<file path="src/rtl/mem_ls_pkg.sv">
// Shared types for the load/store port scheduler.
package mem_ls_pkg;

  localparam int unsigned CNT_W = 8;

  typedef enum logic [1:0] {
    IDLE,
    ISSUE,
    WAIT,
    RESP
  } state_t;

endpackage

</file>
<file path="src/rtl/rr_arbiter.sv">
// Combinational round-robin arbiter: one-hot grant to the first request after 'last'.
module rr_arbiter #(
  parameter  int unsigned N  = 2,
  localparam int unsigned LW = (N > 1) ? $clog2(N) : 1
) (
  input  logic [N-1:0]  req,
  input  logic [LW-1:0] last,
  output logic [N-1:0]  gnt
);

  logic          found;
  logic [LW-1:0] idx;

  // Scan last+1 .. last+N (mod N); the previous owner gets lowest priority.
  always_comb begin
    gnt   = '0;
    found = 1'b0;
    idx   = '0;
    for (int unsigned k = 1; k <= N; k++) begin
      idx = LW'((32'(last) + k) % N);
      if (!found && req[idx]) begin
        gnt[idx] = 1'b1;
        found    = 1'b1;
      end
    end
  end

endmodule

</file>
<file path="src/rtl/mem_ls_sched.sv">
// Shares one load/store memory port between NREQ requesters, one transaction
// outstanding at a time, with round-robin arbitration and a WAIT-state timeout.
module mem_ls_sched
  import mem_ls_pkg::*;
#(
  parameter int unsigned NREQ    = 2,
  parameter int unsigned AW      = 32,
  parameter int unsigned DW      = 32,
  parameter int unsigned TIMEOUT = 255
) (
  input  logic               clk,
  input  logic               rstn,
  input  logic [NREQ-1:0]    req_valid,
  input  logic [NREQ-1:0]    req_we,
  input  logic [NREQ*AW-1:0] req_addr,
  input  logic [NREQ*DW-1:0] req_wdata,
  output logic [NREQ-1:0]    req_ready,
  output logic [NREQ-1:0]    resp_valid,
  output logic               resp_err,
  output logic [DW-1:0]      resp_rdata,
  output logic               busy,
  output logic               mem_l_valid,
  output logic               mem_s_valid,
  output logic [AW-1:0]      mem_addr,
  output logic [DW-1:0]      mem_wdata,
  input  logic               mem_load_finish,
  input  logic               mem_store_finish,
  input  logic [DW-1:0]      mem_rdata
);

  localparam int unsigned     LW = (NREQ > 1) ? $clog2(NREQ) : 1;
  localparam logic [CNT_W-1:0] TO = CNT_W'(TIMEOUT);

  state_t           state, state_d;
  logic [LW-1:0]    last_grant, last_grant_d;
  logic [LW-1:0]    owner, owner_d;
  logic             we, we_d;
  logic [CNT_W-1:0] cnt, cnt_d;

  logic [NREQ-1:0]  req_ready_d, resp_valid_d;
  logic             resp_err_d, busy_d, mem_l_valid_d, mem_s_valid_d;
  logic [DW-1:0]    resp_rdata_d, mem_wdata_d;
  logic [AW-1:0]    mem_addr_d;

  logic [NREQ-1:0]  gnt;
  logic [LW-1:0]    gnt_idx;
  logic             finish;

  rr_arbiter #(.N(NREQ)) u_arb (
    .req  (req_valid),
    .last (last_grant),
    .gnt  (gnt)
  );

  always_comb begin
    gnt_idx = '0;
    for (int unsigned i = 0; i < NREQ; i++) begin
      if (gnt[i]) gnt_idx = LW'(i);
    end
  end

  // Only the finish pulse matching the latched direction completes a transaction.
  assign finish = we ? mem_store_finish : mem_load_finish;

  always_comb begin
    state_d       = state;
    last_grant_d  = last_grant;
    owner_d       = owner;
    we_d          = we;
    cnt_d         = cnt;
    req_ready_d   = '0;
    resp_valid_d  = '0;
    resp_err_d    = 1'b0;
    resp_rdata_d  = '0;
    mem_l_valid_d = 1'b0;
    mem_s_valid_d = 1'b0;
    mem_addr_d    = mem_addr;
    mem_wdata_d   = mem_wdata;

    case (state)
      IDLE: begin
        if (|req_valid) begin
          req_ready_d = gnt;
          owner_d     = gnt_idx;
          we_d        = req_we[gnt_idx];
          mem_addr_d  = req_addr[32'(gnt_idx) * AW +: AW];
          mem_wdata_d = req_wdata[32'(gnt_idx) * DW +: DW];
          state_d     = ISSUE;
        end
      end
      ISSUE: begin
        mem_l_valid_d = !we;
        mem_s_valid_d = we;
        cnt_d         = '0;
        state_d       = WAIT;
      end
      WAIT: begin
        cnt_d = cnt + CNT_W'(1);
        if (finish) begin
          resp_valid_d[owner] = 1'b1;
          resp_rdata_d        = we ? '0 : mem_rdata;
          state_d             = RESP;
        end else if (cnt_d == TO) begin
          resp_valid_d[owner] = 1'b1;
          resp_err_d          = 1'b1;
          state_d             = RESP;
        end
      end
      RESP: begin
        last_grant_d = owner;
        mem_addr_d   = '0;
        mem_wdata_d  = '0;
        state_d      = IDLE;
      end
      default: state_d = IDLE;
    endcase

    busy_d = (state_d != IDLE);
  end

  always_ff @(posedge clk or negedge rstn) begin
    if (!rstn) begin
      state       <= IDLE;
      last_grant  <= LW'(NREQ - 1);
      owner       <= '0;
      we          <= 1'b0;
      cnt         <= '0;
      req_ready   <= '0;
      resp_valid  <= '0;
      resp_err    <= 1'b0;
      resp_rdata  <= '0;
      busy        <= 1'b0;
      mem_l_valid <= 1'b0;
      mem_s_valid <= 1'b0;
      mem_addr    <= '0;
      mem_wdata   <= '0;
    end else begin
      state       <= state_d;
      last_grant  <= last_grant_d;
      owner       <= owner_d;
      we          <= we_d;
      cnt         <= cnt_d;
      req_ready   <= req_ready_d;
      resp_valid  <= resp_valid_d;
      resp_err    <= resp_err_d;
      resp_rdata  <= resp_rdata_d;
      busy        <= busy_d;
      mem_l_valid <= mem_l_valid_d;
      mem_s_valid <= mem_s_valid_d;
      mem_addr    <= mem_addr_d;
      mem_wdata   <= mem_wdata_d;
    end
  end

endmodule

</file>
<file path="config.mk">
export PLATFORM = sky130hd
export DESIGN_NAME = mem_ls_sched
export DESIGN_NICKNAME = d
export VERILOG_FILES = /design/src/rtl/mem_ls_pkg.sv /design/src/rtl/rr_arbiter.sv /design/src/rtl/mem_ls_sched.sv
export SDC_FILE = /design/constraint.sdc
export NUM_CORES = 1
export LEC_CHECK = 0
export ABC_AREA = 1
export CAP_MARGIN = 30
export CORE_AREA = 2 2 106 108
export CTS_BUF_LIST = sky130_fd_sc_hd__clkbuf_8 sky130_fd_sc_hd__clkbuf_16
export CTS_CLUSTER_DIAMETER = 30
export DETAILED_ROUTE_END_ITERATION = 16
export DIE_AREA = 0 0 108 110
export DONT_BUFFER_PORTS = 1
export HOLD_SLACK_MARGIN = 0.12
export PLACE_DENSITY = 0.65
export SETUP_SLACK_MARGIN = 0.05
export SLEW_MARGIN = 5
export SYNTH_ARGS = -nofsm -noshare
export SYNTH_HDL_FRONTEND = slang
export SYNTH_SLANG_ARGS = --single-unit
</file>
<file path="constraint.sdc">
create_clock -name clk -period 3.4 [get_ports clk]
set_input_delay 0.51 -clock clk [delete_from_list [all_inputs] [get_ports clk]]
set_output_delay 0.51 -clock clk [all_outputs]
set_load 0.1 [all_outputs]
</file>
==> reports/qor.yml <==
run_status:
  status: "complete, no violations"
layout:
  diodes: 0
  area_growth_pct: 18.5
  instances_no_fill: 754
  fin_area_um2: 6660
  layout.nets: 775
  drive_above_1_share: 0.176
cts:
  tritoncts: "yes"
  postCtsSetupBuffers: 0
  cts_num_sinks: 117
  h-tree-depth: 4
  clk_pin_slew_ps: 60
  clk-insertion-delay-late_ps: 510
  root_buffer: "clkbuf_8"
  cts_buffer_depth: 2
  numCtsBuffers: 17
  post_cts_resized: 0
yosys:
  synth_area_leader_cell: "dfrtp_1"
  synth_cells: 570
  syn-num-nets: 744
  yosysSeqAreaShare: 0.521
  synth_area_um2: 5620
  synth.most_common_cell: "nor2_1"
  yosys-top-cells-area: "dfrtp_1, o32ai_2, nor2_1, inv_1, nand2_1"
  synth_flop_cell: "dfrtp_1"
  syn_avg_cell_area_um2: 9.86
  synth_commonest_cells: "nor2_1, dfrtp_1, inv_1, o32ai_2, nand2_1"
  yosysTopAreaCellShare: 0.516
  yosys_warnings: 0
  async_reset_ff_frac: 1.00
  synth_edf_count: 0
  synth.distinct_cells: 25
  ys_ff_latch: 117
setup_path:
  critical_path.startpoint_type: "flop"
  r2r-start: "state[0]$_DFF_PN0_"
  r2r_setup_slack_ps: 1250
  reg2reg_to: "mem_addr[24]$_DFFE_PN0P_"
  crit_required_ps: 3810
  cp_data_arrival_time_ps: 2560
  cp_max_fo: 36
  end_kind: "flop"
  worstSetupPathType: "flop to flop"
  rr_worst_depth: 7
routing:
  drc: 0
  wire_per_inst_um: 19.0
  wl_met2_um: 7130
  highest_layer: "met4"
  drt_iter0_drc: 277
  firstDrtPassIters: 4
  vias: 4148
  routedLengthMet1_um: 5350
  wl_um: 14400
  vias_per_cell: 5.50
  dr_wl_met3_um: 1580
  ant_nets: 0
global_routing:
  grt_overflow: 0
  antenna_found_initial: 0
  grt_pass1_wl_um: 21700
  grt_start_max_net_pins: 118
  grt_pass1_vias: 4272
  grtUsageTotal: 0.238
run:
  cap_viol_max_count: 0
die:
  chipHeight_um: 110
  ios: 272
  num_rows: 38
  dieWidth_um: 108
  coreArea_um2: 10700
  die-area_um2: 11900
  initial_utilization: 0.526
placement:
  dp_slack_ps: 1130
  io_buffers: 0
  hpwl_um: 9440
  routabilityCongestion: 0.826
  dpl_cell_area_um2: 5680
  dp.cells: 685
timing:
  rsz0062_at_grt: "no"
  final_max_slew_viol_count: 0
  fin_skew_ps: 7.48
  hold_viol_final: 0
  setup_violations: 0
  relSlewSlack: 0.371
  worst_pin_slew_ps: 943
  finalCritPeriodShare: 0.632
  fin_ws_ps: 1250
  min_period_ps: 2150
  tns_ps: 0
  clock.fmax_mhz: 466
min_path:
  hold_path.class: "primary input to flop"
  whs_path_depth: 2
  hold_path.startpoint: "req_valid[0]"
  worst_hold_path.endpoint: "state[0]$_DFF_PN0_"
-- how the worst max path moves through the flow --
stage                                  start                        end  slack (ps)  depth (start not counted)
final                     state[0]$_DFF_PN0_   mem_addr[24]$_DFFE_PN0P_        1250                          7
after global routing      state[0]$_DFF_PN0_    mem_addr[6]$_DFFE_PN0P_        1130                          7
after CTS                 state[0]$_DFF_PN0_    mem_addr[6]$_DFFE_PN0P_        1120                          5
after detailed placement  state[0]$_DFF_PN0_   mem_addr[12]$_DFFE_PN0P_        1130                          5
after global placement    state[0]$_DFF_PN0_  mem_wdata[28]$_DFFE_PN0P_        1200                          6
after floorplan           state[0]$_DFF_PN0_   mem_addr[19]$_DFFE_PN0P_        1800                          8
-- what timing repair did --
action / in CTS / in global routing
endpoints found under the setup margin: 0 / 0
hold buffers: 36 / 0
endpoints found under the hold margin: 150 / 0
-- state kept, by name, indices dropped and copies added, names as in the netlist --
signal	flops
busy	1
cnt	8
last_grant	1
mem_addr	32
mem_l_valid	1
mem_s_valid	1
mem_wdata	32
owner	1
req_ready	2
resp_err	1
resp_rdata	32
resp_valid	2
state	2
we	1
-- cells by family (layout without fill, tap and decap cells) --
kind of cell	count (synthesis)	in the layout	synth area share
DFF	117	117	0.521
AOI/OAI and AO/OA	83	83	0.202
and+or+nand+nor	214	214	0.146
adders and majority gates	6	6	0.0134
xor gates and xnor gates	1	1	0.00156
buffers and inverters	149	193	0.116
-- area by class of cell --
cell class              count  area [um^2]
flip-flops and latches    117         2930
well taps                 140          175
inverters                 119          447
clock buffers              17          414
repair buffers             42          468
multi-input cells         304         2060
fillers                   866         4030
clock inverters            15          169
-- through the flow --
stage	hold WS, ps	utilization
2_1_floorplan	214	-
3_3_place_gp	217	0.528
3_5_place_dp	217	0.531
4_1_cts	157	0.621
5_1_grt	164	0.623
6_report	182	0.623
-- placed cells by master, fill, tap and decap left out, drive strengths merged --
cell,instances
nor2,173
inv,125
dfrtp,116
o32ai,64
dlygate4sd3,35
nand2,33
clkbuf,17
nand3,7
o21ai,7
buf,7
o22ai,6
ha,6
clkinv,6
a21oi,2
bufinv,2
o21bai,2
a211oi,1
o31ai,1
nor3,1
xor2,1
clkinvlp,1
dfstp,1
-- critical path, stage by stage (launching register included) --
cell	delay [ps]
dfrtp_1	410
inv_1	120
ha_1	290
inv_2	90
a21oi_4	200
nand2_4	310
buf_12	310
o32ai_2	280
-- per-layer routing --
| metal | vias to the layer above | GRT usage |
|---|---|---|
| met5 | - | 0 |
| met4 | 0 | 0.108 |
| met3 | 29 | 0.0988 |
| met2 | 216 | 0.386 |
| met1 | 2028 | 0.277 |
| li1 | 1875 | - |
Power is not shown: default switching activity piles up to over one toggle a cycle in this logic, so the estimate is an artifact.
